[config.mk]
export PLATFORM = sky130hd
export DESIGN_NAME = id_stage_ctrl
export DESIGN_NICKNAME = d
export VERILOG_FILES = /design/src/rtl/id_stage_ctrl_pkg.sv /design/src/rtl/id_stage_ctrl_decode.sv /design/src/rtl/id_stage_ctrl.sv
export SDC_FILE = /design/constraint.sdc
export NUM_CORES = 1
export LEC_CHECK = 0
export ABC_AREA = 1
export BUFFER_PORTS_ARGS = -buffer_cell sky130_fd_sc_hd__buf_2
export CORE_MARGIN = 2
export CORE_UTILIZATION = 43
export DETAILED_ROUTE_END_ITERATION = 10
export PLACE_DENSITY_LB_ADDON = 0.3
export SYNTH_ARGS = -nofsm -noshare
export SYNTH_HDL_FRONTEND = slang
export SYNTH_SLANG_ARGS = --single-unit
[constraint.sdc]
create_clock -name clk -period 1.75 [get_ports clk]
set_input_delay 0.35 -clock clk [delete_from_list [all_inputs] [get_ports clk]]
set_output_delay 0.35 -clock clk [all_outputs]
set_load 0.02 [all_outputs]
[src/rtl/id_stage_ctrl_pkg.sv]
`default_nettype none
// ============================================================================
//  Module   : riscv_id_pkg
//  Purpose  : Shared types and constants for the decode-stage sequencer:
//             immediate formats, RV32 base opcodes, sequencer states and
//             the decoded control-flag bundle.
//  Revision : 1.0  initial release
// ============================================================================
package riscv_id_pkg;

    // Immediate format handed to the immediate generator
    typedef enum logic [2:0] {
        IMM_U      = 3'b000,
        IMM_J      = 3'b001,
        IMM_S      = 3'b010,
        IMM_B      = 3'b011,
        IMM_I      = 3'b100,
        IMM_ISHIFT = 3'b101,
        IMM_IU     = 3'b110,
        IMM_NONE   = 3'b111
    } imm_sel_t;

    // RV32 base opcodes (instr[6:0])
    localparam logic [6:0] c_op_lui    = 7'b0110111;
    localparam logic [6:0] c_op_auipc  = 7'b0010111;
    localparam logic [6:0] c_op_jal    = 7'b1101111;
    localparam logic [6:0] c_op_jalr   = 7'b1100111;
    localparam logic [6:0] c_op_branch = 7'b1100011;
    localparam logic [6:0] c_op_load   = 7'b0000011;
    localparam logic [6:0] c_op_store  = 7'b0100011;
    localparam logic [6:0] c_op_opimm  = 7'b0010011;
    localparam logic [6:0] c_op_op     = 7'b0110011;

    // OP-IMM funct3 values that change the immediate format
    localparam logic [2:0] c_f3_slli  = 3'b001;
    localparam logic [2:0] c_f3_srli  = 3'b101;
    localparam logic [2:0] c_f3_sltiu = 3'b011;

    // ID/EX boundary occupancy
    typedef enum logic [1:0] {
        ST_EMPTY = 2'd0,
        ST_FULL  = 2'd1,
        ST_STALL = 2'd2
    } id_state_t;

    // Control flags travelling with the instruction into execute
    typedef struct packed {
        logic reg_write;
        logic mem_read;
        logic mem_write;
        logic branch;
        logic jump;
        logic illegal;
    } id_ctrl_t;

endpackage : riscv_id_pkg
`default_nettype wire

[src/rtl/id_stage_ctrl_decode.sv]
`default_nettype none
// ============================================================================
//  Module   : id_decode
//  Purpose  : Combinational opcode/funct3 decoder producing control flags,
//             the immediate format and source-register usage.
//  Revision : 1.0  initial release
// ============================================================================
module id_decode
    import riscv_id_pkg::*;
(
    input  logic [6:0] i_opcode,
    input  logic [2:0] i_funct3,
    output id_ctrl_t   o_ctrl,
    output imm_sel_t   o_imm_sel,
    output logic       o_use_rs1,
    output logic       o_use_rs2
);

    // Opcode table; unknown opcodes fall to illegal with no other flag set
    always_comb begin
        o_ctrl    = '0;
        o_imm_sel = IMM_NONE;
        o_use_rs1 = 1'b1;
        o_use_rs2 = 1'b0;
        case (i_opcode)
            c_op_lui, c_op_auipc: begin
                o_imm_sel        = IMM_U;
                o_ctrl.reg_write = 1'b1;
                o_use_rs1        = 1'b0;
            end
            c_op_jal: begin
                o_imm_sel        = IMM_J;
                o_ctrl.reg_write = 1'b1;
                o_ctrl.jump      = 1'b1;
                o_use_rs1        = 1'b0;
            end
            c_op_store: begin
                o_imm_sel        = IMM_S;
                o_ctrl.mem_write = 1'b1;
                o_use_rs2        = 1'b1;
            end
            c_op_branch: begin
                o_imm_sel        = IMM_B;
                o_ctrl.branch    = 1'b1;
                o_use_rs2        = 1'b1;
            end
            c_op_load: begin
                o_imm_sel        = IMM_I;
                o_ctrl.reg_write = 1'b1;
                o_ctrl.mem_read  = 1'b1;
            end
            c_op_jalr: begin
                o_imm_sel        = IMM_I;
                o_ctrl.reg_write = 1'b1;
                o_ctrl.jump      = 1'b1;
            end
            c_op_opimm: begin
                o_ctrl.reg_write = 1'b1;
                if ((i_funct3 == c_f3_slli) || (i_funct3 == c_f3_srli)) begin
                    o_imm_sel = IMM_ISHIFT;
                end else if (i_funct3 == c_f3_sltiu) begin
                    o_imm_sel = IMM_IU;
                end else begin
                    o_imm_sel = IMM_I;
                end
            end
            c_op_op: begin
                o_ctrl.reg_write = 1'b1;
                o_use_rs2        = 1'b1;
            end
            default: begin
                o_ctrl.illegal   = 1'b1;
            end
        endcase
    end

endmodule : id_decode
`default_nettype wire

[src/rtl/id_stage_ctrl.sv]
`default_nettype none
// ============================================================================
//  Module   : id_stage_ctrl
//  Purpose  : Decode-stage sequencer. Accepts fetched instructions on a
//             valid/ready handshake, decodes them into the ID/EX boundary,
//             honours execute back-pressure, flushes on redirect and can
//             insert a one-cycle load-use bubble.
//  Config   : ID_LOAD_USE_STALL_EN - when defined, load-use hazards are
//             detected here and a bubble is inserted; otherwise hazards are
//             left for downstream logic and the STALL state is unreachable.
//  Revision : 1.0  initial release
// ============================================================================
module id_stage_ctrl
    import riscv_id_pkg::*;
#(
    parameter int XLEN = 32
) (
    input  logic            clk,
    input  logic            rst,
    input  logic            flush,
    input  logic            if_valid,
    output logic            if_ready,
    input  logic [XLEN-1:0] if_instr,
    input  logic [XLEN-1:0] if_pc,
    input  logic            ex_ready,
    output logic            id_valid,
    output logic [XLEN-1:0] id_pc,
    output logic [XLEN-1:0] id_instr,
    output logic [24:0]     id_imm_field,
    output logic [2:0]      id_imm_sel,
    output logic [4:0]      id_rs1,
    output logic [4:0]      id_rs2,
    output logic [4:0]      id_rd,
    output logic            id_reg_write,
    output logic            id_mem_read,
    output logic            id_mem_write,
    output logic            id_branch,
    output logic            id_jump,
    output logic            id_illegal
);

    id_state_t       r_state;
    id_state_t       w_state_nxt;
    logic            w_if_ready;
    logic            w_accept;
    logic            w_hazard;

    id_ctrl_t        w_dec_ctrl;
    imm_sel_t        w_dec_imm_sel;
    logic            w_dec_use_rs1;
    logic            w_dec_use_rs2;

    logic            r_valid;
    logic [XLEN-1:0] r_pc;
    logic [XLEN-1:0] r_instr;
    imm_sel_t        r_imm_sel;
    logic [4:0]      r_rs1;
    logic [4:0]      r_rs2;
    logic [4:0]      r_rd;
    id_ctrl_t        r_ctrl;

    // The incoming instruction is decoded before it is registered
    id_decode u_decode (
        .i_opcode  (if_instr[6:0]),
        .i_funct3  (if_instr[14:12]),
        .o_ctrl    (w_dec_ctrl),
        .o_imm_sel (w_dec_imm_sel),
        .o_use_rs1 (w_dec_use_rs1),
        .o_use_rs2 (w_dec_use_rs2)
    );

`ifdef ID_LOAD_USE_STALL_EN
    // Outgoing load whose destination feeds a source of the incoming instruction
    assign w_hazard = r_ctrl.mem_read && (r_rd != 5'd0) &&
                      ((w_dec_use_rs1 && (if_instr[19:15] == r_rd)) ||
                       (w_dec_use_rs2 && (if_instr[24:20] == r_rd)));
`else
    // Hazards are resolved downstream; source usage is not needed here
    logic w_hazard_unused;
    assign w_hazard_unused = w_dec_use_rs1 & w_dec_use_rs2;
    assign w_hazard        = 1'b0;
`endif

    // State register
    always_ff @(posedge clk) begin
        if (rst) begin
            r_state <= ST_EMPTY;
        end else begin
            r_state <= w_state_nxt;
        end
    end

    // Ready generation and next-state; a redirect overrides everything else
    always_comb begin
        w_state_nxt = r_state;
        w_if_ready  = 1'b0;
        case (r_state)
            ST_EMPTY: w_if_ready = 1'b1;
            ST_FULL:  w_if_ready = ex_ready;
            default:  w_if_ready = 1'b0;
        endcase
        if (flush) begin
            w_if_ready = 1'b0;
        end
        w_accept = if_valid && w_if_ready;

        if (flush) begin
            w_state_nxt = ST_EMPTY;
        end else begin
            case (r_state)
                ST_EMPTY: begin
                    if (w_accept) w_state_nxt = ST_FULL;
                end
                ST_FULL: begin
                    if (ex_ready) begin
                        if (w_accept) begin
                            w_state_nxt = w_hazard ? ST_STALL : ST_FULL;
                        end else begin
                            w_state_nxt = ST_EMPTY;
                        end
                    end
                end
                ST_STALL: begin
                    if (ex_ready) w_state_nxt = ST_FULL;
                end
                default: w_state_nxt = ST_EMPTY;
            endcase
        end
    end

    // ID/EX boundary: cleared on reset/redirect, loaded only on accept
    always_ff @(posedge clk) begin
        if (rst || flush) begin
            r_valid   <= 1'b0;
            r_pc      <= '0;
            r_instr   <= '0;
            r_imm_sel <= IMM_NONE;
            r_rs1     <= '0;
            r_rs2     <= '0;
            r_rd      <= '0;
            r_ctrl    <= '0;
        end else begin
            r_valid <= (w_state_nxt == ST_FULL);
            if (w_accept) begin
                r_pc      <= if_pc;
                r_instr   <= if_instr;
                r_imm_sel <= w_dec_imm_sel;
                r_rs1     <= if_instr[19:15];
                r_rs2     <= if_instr[24:20];
                r_rd      <= if_instr[11:7];
                r_ctrl    <= w_dec_ctrl;
            end
        end
    end

    assign if_ready     = w_if_ready;
    assign id_valid     = r_valid;
    assign id_pc        = r_pc;
    assign id_instr     = r_instr;
    assign id_imm_field = r_instr[31:7];
    assign id_imm_sel   = r_imm_sel;
    assign id_rs1       = r_rs1;
    assign id_rs2       = r_rs2;
    assign id_rd        = r_rd;
    assign id_reg_write = r_ctrl.reg_write;
    assign id_mem_read  = r_ctrl.mem_read;
    assign id_mem_write = r_ctrl.mem_write;
    assign id_branch    = r_ctrl.branch;
    assign id_jump      = r_ctrl.jump;
    assign id_illegal   = r_ctrl.illegal;

endmodule : id_stage_ctrl
`default_nettype wire
### Yosys cells after proc, flatten, opt, wreduce, memory -nomap -nowiden

Index checks and enable logic that the tools add are counted.

| cells by class | value |
|---|---|
| equality and inequality tests | 15 |
| muxes and demuxes | 17 |
| reductions and logical operators | 9 |

Operator list:

| kind | number |
|---|---|
| == test 7 x 6 -> 1 bit, second input constant | 3 |
| == test 7 bit, second input constant | 3 |
| one-hot mux 3 bit (6 select lines) | 1 |
| == test 7 x 5 -> 1 bit, second input constant | 2 |
| 2-to-1 mux 2 bit | 5 |
| OR reduction 9 bit | 1 |
| 2-to-1 mux 1 bit | 8 |
| == test 7 x 2 -> 1 bit, second input constant | 1 |
| OR reduction 7 bit | 1 |
| one-hot mux 2 bit (3 select lines) | 1 |
| OR reduction 2 bit | 3 |
| == test 2 x 1 -> 1 bit, second input constant | 2 |
| == test 3 x 1 -> 1 bit, second input constant | 1 |
| == test 3 x 2 -> 1 bit, second input constant | 1 |
| == test 3 bit, second input constant | 1 |
| 2-to-1 mux 3 bit | 1 |
| == test 2 bit, second input constant | 1 |
| zero test 2 bit | 1 |
| logical OR 1 bit | 2 |
| one-hot mux 1 bit (2 select lines) | 1 |
| logical AND 1 bit | 1 |

| storage, ports and cells | value |
|---|---|
| flip-flop bits (word level) | 91 |
| input port bits | 69 |
| output and inout bits | 115 |
| word-level logic and storage cells | 55 |

### Depth between registers and ports, before layout

Gate-level depths: netlist of the first run.

| logic depth | value |
|---|---|
| depth after elaboration | 9 |
| gate-level depth with buffers | 10 |
| depth with buffers taken out | 10 |

### Hierarchy

From an unflattened synthesis of the first run, not the netlist that was laid out.

| unflattened totals | value |
|---|---|
| cells, all modules | 566 |
| area, all modules | 3672.3 µm² |

By module, submodules not included:

| module | instances | cells an instance | area each (µm²) | seq. area each (µm²) |
|---|---|---|---|---|
| id_stage_ctrl | 1 | 516 | 3415.8 | 1521.5 |
| id_decode | 1 | 50 | 256.5 | 0.0 |

### Worst setup path after synthesis of the first run

OpenSTA, ideal clock, no wires.

| path | value |
|---|---|
| path type | flip-flop to flip-flop |
| start point | reg r_state[0] |
| end point | reg r_ctrl, in the netlist id_mem_read |
| setup time | 0.115 ns |
| arrival time | 1.122 ns |
| required time | 1.635 ns |
| setup slack | 0.513 ns |
| stages on the path, launching flop included | 7 |
| buffers on the path | 2 |
| clock period less this slack | 1.237 ns |
| cell sequence | dfxtp_1 inv_2 o211ai_2 inv_2 buf_2 buf_6 o21a_1 |

| on the way | value |
|---|---|
| word-level cells in the longest chain between the ends | 4 |
| elaborated cells on any way between the ends | 5 |
| classes of those cells | 1 x eq/ne; 2 x mux; 2 x reduce/logical |

RTL lines:

| element | RTL line | source |
|---|---|---|
| from (decl) | id_stage_ctrl.sv:42 | `id_state_t r_state;` |
| from (signal assigned) | id_stage_ctrl.sv:89 | `r_state <= w_state_nxt;` |
| == test 2 x 1 -> 1 bit or zero test 2 bit (tied branches) | id_stage_ctrl.sv:97 | `case (r_state)` |
| one-hot mux 1 bit (2 select lines) * | id_stage_ctrl.sv:97 |  |
| 2-to-1 mux 1 bit * | id_stage_ctrl.sv:102 | `if (flush) begin` |
| logical AND 1 bit * | id_stage_ctrl.sv:105 | `w_accept = if_valid && w_if_ready;` |
| to (signal assigned) | id_stage_ctrl.sv:151 | `r_ctrl <= w_dec_ctrl;` |
| to (decl) | id_stage_ctrl.sv:60 | `id_ctrl_t r_ctrl;` |

Every way passes the cells marked *; elsewhere a longest branch is shown, timed or not.
A chain may end at the register's enable or synchronous reset.

### Final worst setup path of the first run

| path | value |
|---|---|
| start point | reg r_state[0] |
| end point | out if_ready |

| on the way | value |
|---|---|
| word-level cells in the longest chain between the ends | 3 |
| elaborated cells on any way between the ends | 4 |
| classes of those cells | 1 x eq/ne; 2 x mux; 1 x reduce/logical |

RTL lines:

| element | RTL line | source |
|---|---|---|
| == test 2 x 1 -> 1 bit or zero test 2 bit (tied branches) | id_stage_ctrl.sv:97 |  |
| one-hot mux 1 bit (2 select lines) * | id_stage_ctrl.sv:97 |  |
| 2-to-1 mux 1 bit * | id_stage_ctrl.sv:102 |  |
| to (decl) | id_stage_ctrl.sv:22 | `output logic if_ready,` |

Marks and branches as above.

==> impl_results.rst, run 1 <==
.. list-table::
   :header-rows: 1

   * - Metric
     - Value
   * - Clock slew at reported path FFs
     - 80 ps
   * - Outcome
     - complete, no violations
   * - Total design power
     - 0.00369 W
   * - Count of distinct cell types in the synthesized netlist
     - 20
   * - Slew Viols, Final
     - 0
   * - Effective utilization at floorplan
     - 43.6%
   * - Synth Area in Adders
     - 0%
   * - Share of the synthesized area in the top cell type
     - 48.9%
   * - Global-route wire length before repair
     - 11.4 mm
   * - Max FO, Critical Path
     - 3
   * - Count of buffers added by post-CTS timing repair for setup
     - 0
   * - Antenna violations before repair
     - 0
   * - Routability congestion estimate from global placement
     - 0.921
   * - Filler cell count
     - 725
   * - Seq cells post-synth
     - 76
   * - Cell area after technology mapping
     - 3110 um^2
   * - Fraction of the mapped netlist area in compound gates
     - 13.9%
   * - Hold path depth
     - 3
   * - R2R cell count
     - 6
   * - Number of gates given a new drive strength after cts
     - 0
   * - Diode count
     - 0
   * - Cell chain of the critical path
     - inv_2 -> nor2_1 -> nor3_1 -> buf_2
   * - Largest family of logic cells by synthesized area
     - simple AND/OR/NAND/NOR gates
   * - Net count after synthesis
     - 485
   * - Gr usage total
     - 18.2%
   * - Final wirelength
     - 7.66 mm
   * - Leading post-synthesis cells by cell area
     - dfxtp_1 (49%), nand2_1 (18%), a21oi_1 (11%)
   * - Worst Tran Pin Value
     - 324 ps
   * - Multiplexer area fraction after synthesis
     - 0%
   * - Cell row count
     - 31
   * - Largest net degree at the start of global routing
     - 44
   * - Number of standard cells in the layout, taps in and fillers out
     - 659
   * - Cell Pwr Density
     - 909 nW/um^2
   * - DRC violations left
     - 0
   * - Worst voltage drop across the vdd grid
     - 0.506 mV
   * - Unrepaired setup endpoints after global routing
     - no
   * - Sink Count
     - 76
   * - Count of H-tree levels built during CTS
     - 3
   * - Final HPWL DP
     - 5.78 mm
   * - Cell type with the largest total area after synthesis
     - dfxtp_1
   * - Port-buffer cells
     - 183
   * - Peak clock frequency supported by timing
     - 657 MHz
   * - Area share of xor/xnor cells in the synthesized design
     - 0%
   * - Minimum period implied by the final worst setup slack
     - 1520 ps
   * - Endpoints failing hold
     - 0
   * - Destination of the worst hold path
     - id_instr[23]
   * - Ys async rst share
     - 0%
   * - Cell count after synthesis
     - 416
   * - Synth warnings
     - 0
   * - Floorplan die width
     - 89.1 um
   * - Core Area
     - 7140 um^2
   * - Final sum of negative setup slack
     - 0 ps
   * - Count of maximum capacitance violations
     - 0
   * - Nets@finish
     - 625
   * - Reg-to-reg startpoint
     - r_state[1]
   * - Fraction of final layout cells with drive strength greater than 1
     - 37.7%
   * - Total gr overflow
     - 0
   * - Clock buffer count from CTS
     - 9
   * - Slowest-stage cell, CP
     - dfxtp_1
   * - Post-cts hold buffer count
     - 0
   * - Post-synthesis to final-layout area growth
     - 30.4%
   * - Setup skew after layout
     - 6.14 ps
   * - Routed via count divided by cell count
     - 4.60
   * - Share of the cycle needed by the critical path after routing
     - 86.9%
   * - Critical path's largest stage delay
     - 330 ps
   * - IO Count
     - 184
   * - Critical R2R Capture
     - id_mem_read
   * - Routed wire per std cell
     - 11.6 um
   * - Leakage
     - 2.05 nW
   * - CTS Buffer Depth
     - 2
   * - Part of the Yosys area used for sequential elements
     - 48.9%
   * - Mapped Avg Cell Area
     - 7.48 um^2
   * - Post-synth EDFFs
     - 0
   * - Worst-skew pair later-pin latency
     - 330 ps
   * - Top-count cell post-synth
     - nand2_1
   * - Min-Delay Path Class
     - input pin to flop
   * - Endpoint required time on the critical path
     - 1400 ps
   * - Worst Path Class, Setup
     - flop to primary output
   * - Via count of the first global-routing pass
     - 2,579
   * - Die Outline Area
     - 7930 um^2
   * - Floorplan die height
     - 89.1 um
   * - Cell chosen for the clock root
     - clkbuf_8
   * - CTS tree
     - done
   * - Vias
     - 3,034
   * - Inst Count DP
     - 644
   * - Final number of setup-violating endpoints
     - 0
   * - R2R setup slack
     - 480 ps
   * - Capturing element type of the critical path
     - primary output
   * - Sort of element at the start of the critical path
     - flop
   * - Top cells by instance count after synthesis
     - nand2_1 (150), dfxtp_1 (76), a21oi_1 (71)
   * - Synth Flop Type
     - dfxtp_1
   * - Worst hold start
     - if_instr[23]
   * - Slew HR
     - 78.4%
   * - Data arrival time of the critical path
     - 1170 ps
   * - Post-Synth Simple-Gate Area
     - 22.1%
   * - Total iterations of the first detailed-routing run
     - 4
   * - Number of routed nets with antenna violations
     - 0
   * - Number of violations reported at the end of detailed-routing iteration 0
     - 65
-- layer usage --
metal / vias to the layer above / share of wire [%] / track usage (%)
met4: 0 / 1.6 / 7.46
met1: 1344 / 41 / 20.3
met5: - / 0 / 0
met3: 11 / 9.2 / 5.54
met2: 120 / 48 / 32.3
li1: 1559 / - / -
-- power breakdown --
part	switching, W	internal (W)
clock network	0.000610	0.000871
registers	0.0000218	0.00177
logic	0.000262	0.000155
total	0.000894	0.00279
-- worst max-delay path, delay by kind of cell, from the launching register on --
kind,cells,cell delay (ps)
buffers and inverters,2,290
flip-flops,1,330
AND/OR/NAND/NOR,2,220
-- cell type report --
class | count | area (um^2) | share of cell area, %
clock buffer | 11 | 151 | 3.73
clock inverter | 4 | 72.6 | 1.79
inverter | 15 | 56.3 | 1.39
multi-input combinational | 263 | 1130 | 27.9
sequential | 76 | 1520 | 37.5
tap | 99 | 124 | 3.05
timing repair buffer | 191 | 1000 | 24.7
-- cell families after synthesis --
family / Yosys count
DFF: 76
AOI/OAI and AO/OA: 84
buffers and inverters: 77
and+or+nand+nor: 179
-- through the flow --
stage	utilization (%)	setup WS [ps]	instance area, um^2	hold slack, ps
after global routing	56.8	179	4060	251
after CTS	56.8	221	4060	234
after global placement	53.7	368	3830	437
after floorplan	-	513	3110	419
final	56.8	229	4060	248
after detailed placement	53.7	329	3830	453
-- flip-flops by register name, indices dropped and copies added, names as in the netlist --
| name | count |
|---|---|
| id_branch | 1 |
| id_illegal | 1 |
| id_imm_sel | 3 |
| id_instr | 32 |
| id_jump | 1 |
| id_mem_read | 1 |
| id_mem_write | 1 |
| id_pc | 32 |
| id_reg_write | 1 |
| id_valid | 1 |
| r_state | 2 |
-- how the worst max path moves through the flow --
stage                     from           to  slack [ps]  depth (start not counted)
global placement         flush  id_mem_read         370                          7
CTS                 r_state[0]     if_ready         220                          4
finish              r_state[0]     if_ready         230                          4
global route        r_state[0]     if_ready         180                          4
detailed placement       flush  id_mem_read         330                          7
floorplan           r_state[0]  id_mem_read         510                          6
-- layout by cell type, fill, tap and decap left out --
master	instances
a21oi_1	71
a31oi_1	2
and2_1	1
buf_12	2
buf_2	183
buf_4	6
bufinv_16	2
clkbuf_8	11
clkinv_2	1
clkinvlp_4	1
dfxtp_1	76
inv_1	12
inv_2	3
nand2_1	150
nand3_1	6
nor2_1	19
nor2_2	1
nor3_1	1
nor4_1	1
o211ai_4	1
o21a_1	1
o21ai_0	9
Note: power is estimated with default switching activity, not from simulation.
==> run 2: changes to the inputs <==
SETUP_SLACK_MARGIN = 0.3   (was default)
==> run 2 against run 1 <==
Compared with the run above: die area is the same; register-to-register slack lost 80 ps; clock skew is essentially flat; worst setup slack gained 130 ps; via count grew 0.30%; clock power is essentially flat; sequential share of layout area shrank 0.18 points; first-iteration DRC count grew 12%; core utilization grew 0.32 points; power is essentially flat.
==> impl_results.rst, run 2 (synthesis results as in run 1) <==
.. list-table::
   :header-rows: 1

   * - Metric
     - Value
   * - Outcome
     - complete, no violations
   * - Share of the cycle needed by the critical path after routing
     - 79.3% (-7.6 points)
   * - Antenna violations before repair
     - 0 (unchanged)
   * - Critical path buffers and inverters
     - 2 (unchanged)
   * - Floorplan die height
     - 89.1 um (unchanged)
   * - Final number of setup-violating endpoints
     - 0 (unchanged)
   * - Slew Viols, Final
     - 0 (unchanged)
   * - Routed via count divided by cell count
     - 4.61 (+0.14%)
   * - Gr usage total
     - 18.3% (+0.058 points)
   * - Max FO, Critical Path
     - 2 (-1)
   * - Count of maximum capacitance violations
     - 0 (unchanged)
   * - Global-route wire length before repair
     - 11.4 mm (+0.55%)
   * - Floorplan die width
     - 89.1 um (unchanged)
   * - Core Area
     - 7140 um^2 (unchanged)
   * - Cell type group with the largest total delay on the critical path
     - flip-flops
   * - Cell row count
     - 31 (unchanged)
   * - Port-buffer cells
     - 183 (unchanged)
   * - Setup skew after layout
     - 6.33 ps (+0.192 ps)
   * - Sink Count
     - 76 (unchanged)
   * - Routability congestion estimate from global placement
     - 0.921 (unchanged)
   * - Peak clock frequency supported by timing
     - 720 MHz (+9.6%)
   * - Sort of element at the start of the critical path
     - flop
   * - Cell chain of the critical path
     - inv_2 -> nor2_2 -> nor3_2 -> buf_4
   * - IO Count
     - 184 (unchanged)
   * - Final sum of negative setup slack
     - 0 ps (unchanged)
   * - Unrepaired setup endpoints after global routing
     - yes
   * - Effective utilization at floorplan
     - 43.6% (unchanged)
   * - Worst hold start
     - if_instr[23]
   * - CTS Buffer Depth
     - 2 (unchanged)
   * - Instance area at placement
     - 3830 um^2 (unchanged)
   * - Final HPWL DP
     - 5.78 mm (unchanged)
   * - Routed wire per std cell
     - 11.7 um (+0.40%)
   * - Via count of the first global-routing pass
     - 2,574 (-0.19%)
   * - Most common library cell in the layout ignoring fill and taps
     - buf_2
   * - Number of violations reported at the end of detailed-routing iteration 0
     - 73 (+12%)
   * - Cell chosen for the clock root
     - clkbuf_8
   * - Post-synthesis to final-layout area growth
     - 31.1%
   * - Capturing element type of the critical path
     - primary output
   * - Filler cell count
     - 717 (-1.1%)
   * - Slowest-stage cell, CP
     - dfxtp_2
   * - Die Outline Area
     - 7930 um^2 (unchanged)
   * - Critical path's largest stage delay
     - 330 ps (about the same)
   * - Worst Path Class, Setup
     - flop to primary output
   * - Clock buffer count from CTS
     - 9 (unchanged)
   * - Worst-skew pair later-pin latency
     - 330 ps (about the same)
   * - Largest net degree at the start of global routing
     - 44 (unchanged)
   * - Post-route standard cell area excluding fillers
     - 4080 um^2 (+0.56%)
   * - Fraction of final layout cells with drive strength greater than 1
     - 38.5% (+0.82 points)
   * - Nets@finish
     - 626 (+0.16%)
   * - Data arrival time of the critical path
     - 1040 ps (-130 ps)
   * - Minimum period implied by the final worst setup slack
     - 1390 ps (-133 ps)
   * - CTS tree
     - done
   * - Beginning of the critical path
     - r_state[0]
   * - Endpoints failing hold
     - 0 (unchanged)
   * - Total iterations of the first detailed-routing run
     - 4 (unchanged)
   * - Endpoint required time on the critical path
     - 1400 ps (about the same)
   * - Diode count
     - 0 (unchanged)
   * - Reg-to-reg startpoint
     - r_state[0]
   * - Worst slack on hold paths
     - 247 ps (-0.538 ps)
   * - Total gr overflow
     - 0 (unchanged)
   * - Worst Tran Pin Value
     - 323 ps (-1.23 ps)
   * - Final wirelength
     - 7.70 mm (+0.55%)
   * - Clock slew at reported path FFs
     - 80 ps (about the same)
   * - Slew HR
     - 78.5% (+0.082 points)
   * - Number of routed nets with antenna violations
     - 0 (unchanged)
   * - Min-Delay Path Class
     - input pin to flop
   * - Leakage
     - 2.06 nW (+0.29%)
   * - Worst voltage drop across the vdd grid
     - 0.505 mV (about the same)
   * - Cell Pwr Density
     - 904 nW/um^2 (-0.57%)
   * - Leading cell types in the layout, fill and taps excluded
     - buf_2 (182), nand2_1 (150), dfxtp_1 (75), a21oi_1 (70), nor2_1 (18)
   * - Count of H-tree levels built during CTS
     - 3 (unchanged)
   * - Vias
     - 3,043 (+0.30%)
   * - DRC violations left
     - 0 (unchanged)
## run 2: cell count changes in the layout (fill, tap and decap cells not counted), sizes merged
cell and change:
buf +1
## run 2: final timing paths
path                                      to  slack (ps)  depth (start not counted)
worst max register to register     id_pc[25]         400                          6
worst min register to register    r_state[1]         430                          1
worst min-delay path            id_instr[23]         250                          3
worst max-delay path                if_ready         360                          4
## run 2: metrics by stage
stage               setup slack (ps)  power, W  std cells  utilization [%]
floorplan                        513   0.00209        416                -
global placement                 368   0.00225        644             53.7
detailed placement               329   0.00225        644             53.7
CTS                              272   0.00373        660             57.1
global route                     278   0.00384        660             57.2
finish                           362   0.00369        660             57.2
## run 2: where the power goes
part | switching (W) | internal, W | total, W
sequential | 0.0000219 | 0.00177 | 0.00179
clock | 0.000605 | 0.000871 | 0.00148
combinational | 0.000263 | 0.000158 | 0.000421
## run 2: per-layer routing
layer	share of wire, %	global-route usage (%)
met5	0	0
met4	1.5	7.46
met2	49	32.4
met1	40	20.4
met3	9.3	5.54
## run 2: final cells by class
type	count	area (um^2)	area share [%]
clock buffers	11	151	3.71
clock inverters	4	72.6	1.78
inverters	15	56.3	1.38
multi-input cells	263	1140	28.0
flip-flops and latches	76	1520	37.3
well taps	99	124	3.04
repair buffers	192	1010	24.8
## run 2: repair_timing
item | in CTS | in global routing
resized for setup | 4 | 2
endpoints found under the setup margin | 1 | 8
pin swaps | 1 | 1
setup buffers | 1 | 0
hold buffers | 0 | 0
hold endpoints to repair | 0 | 0
## run 2: worst min-delay path, cell delays in order
cell,delay [ps]
buf_2,90
nand2_1,50
a21oi_1,50
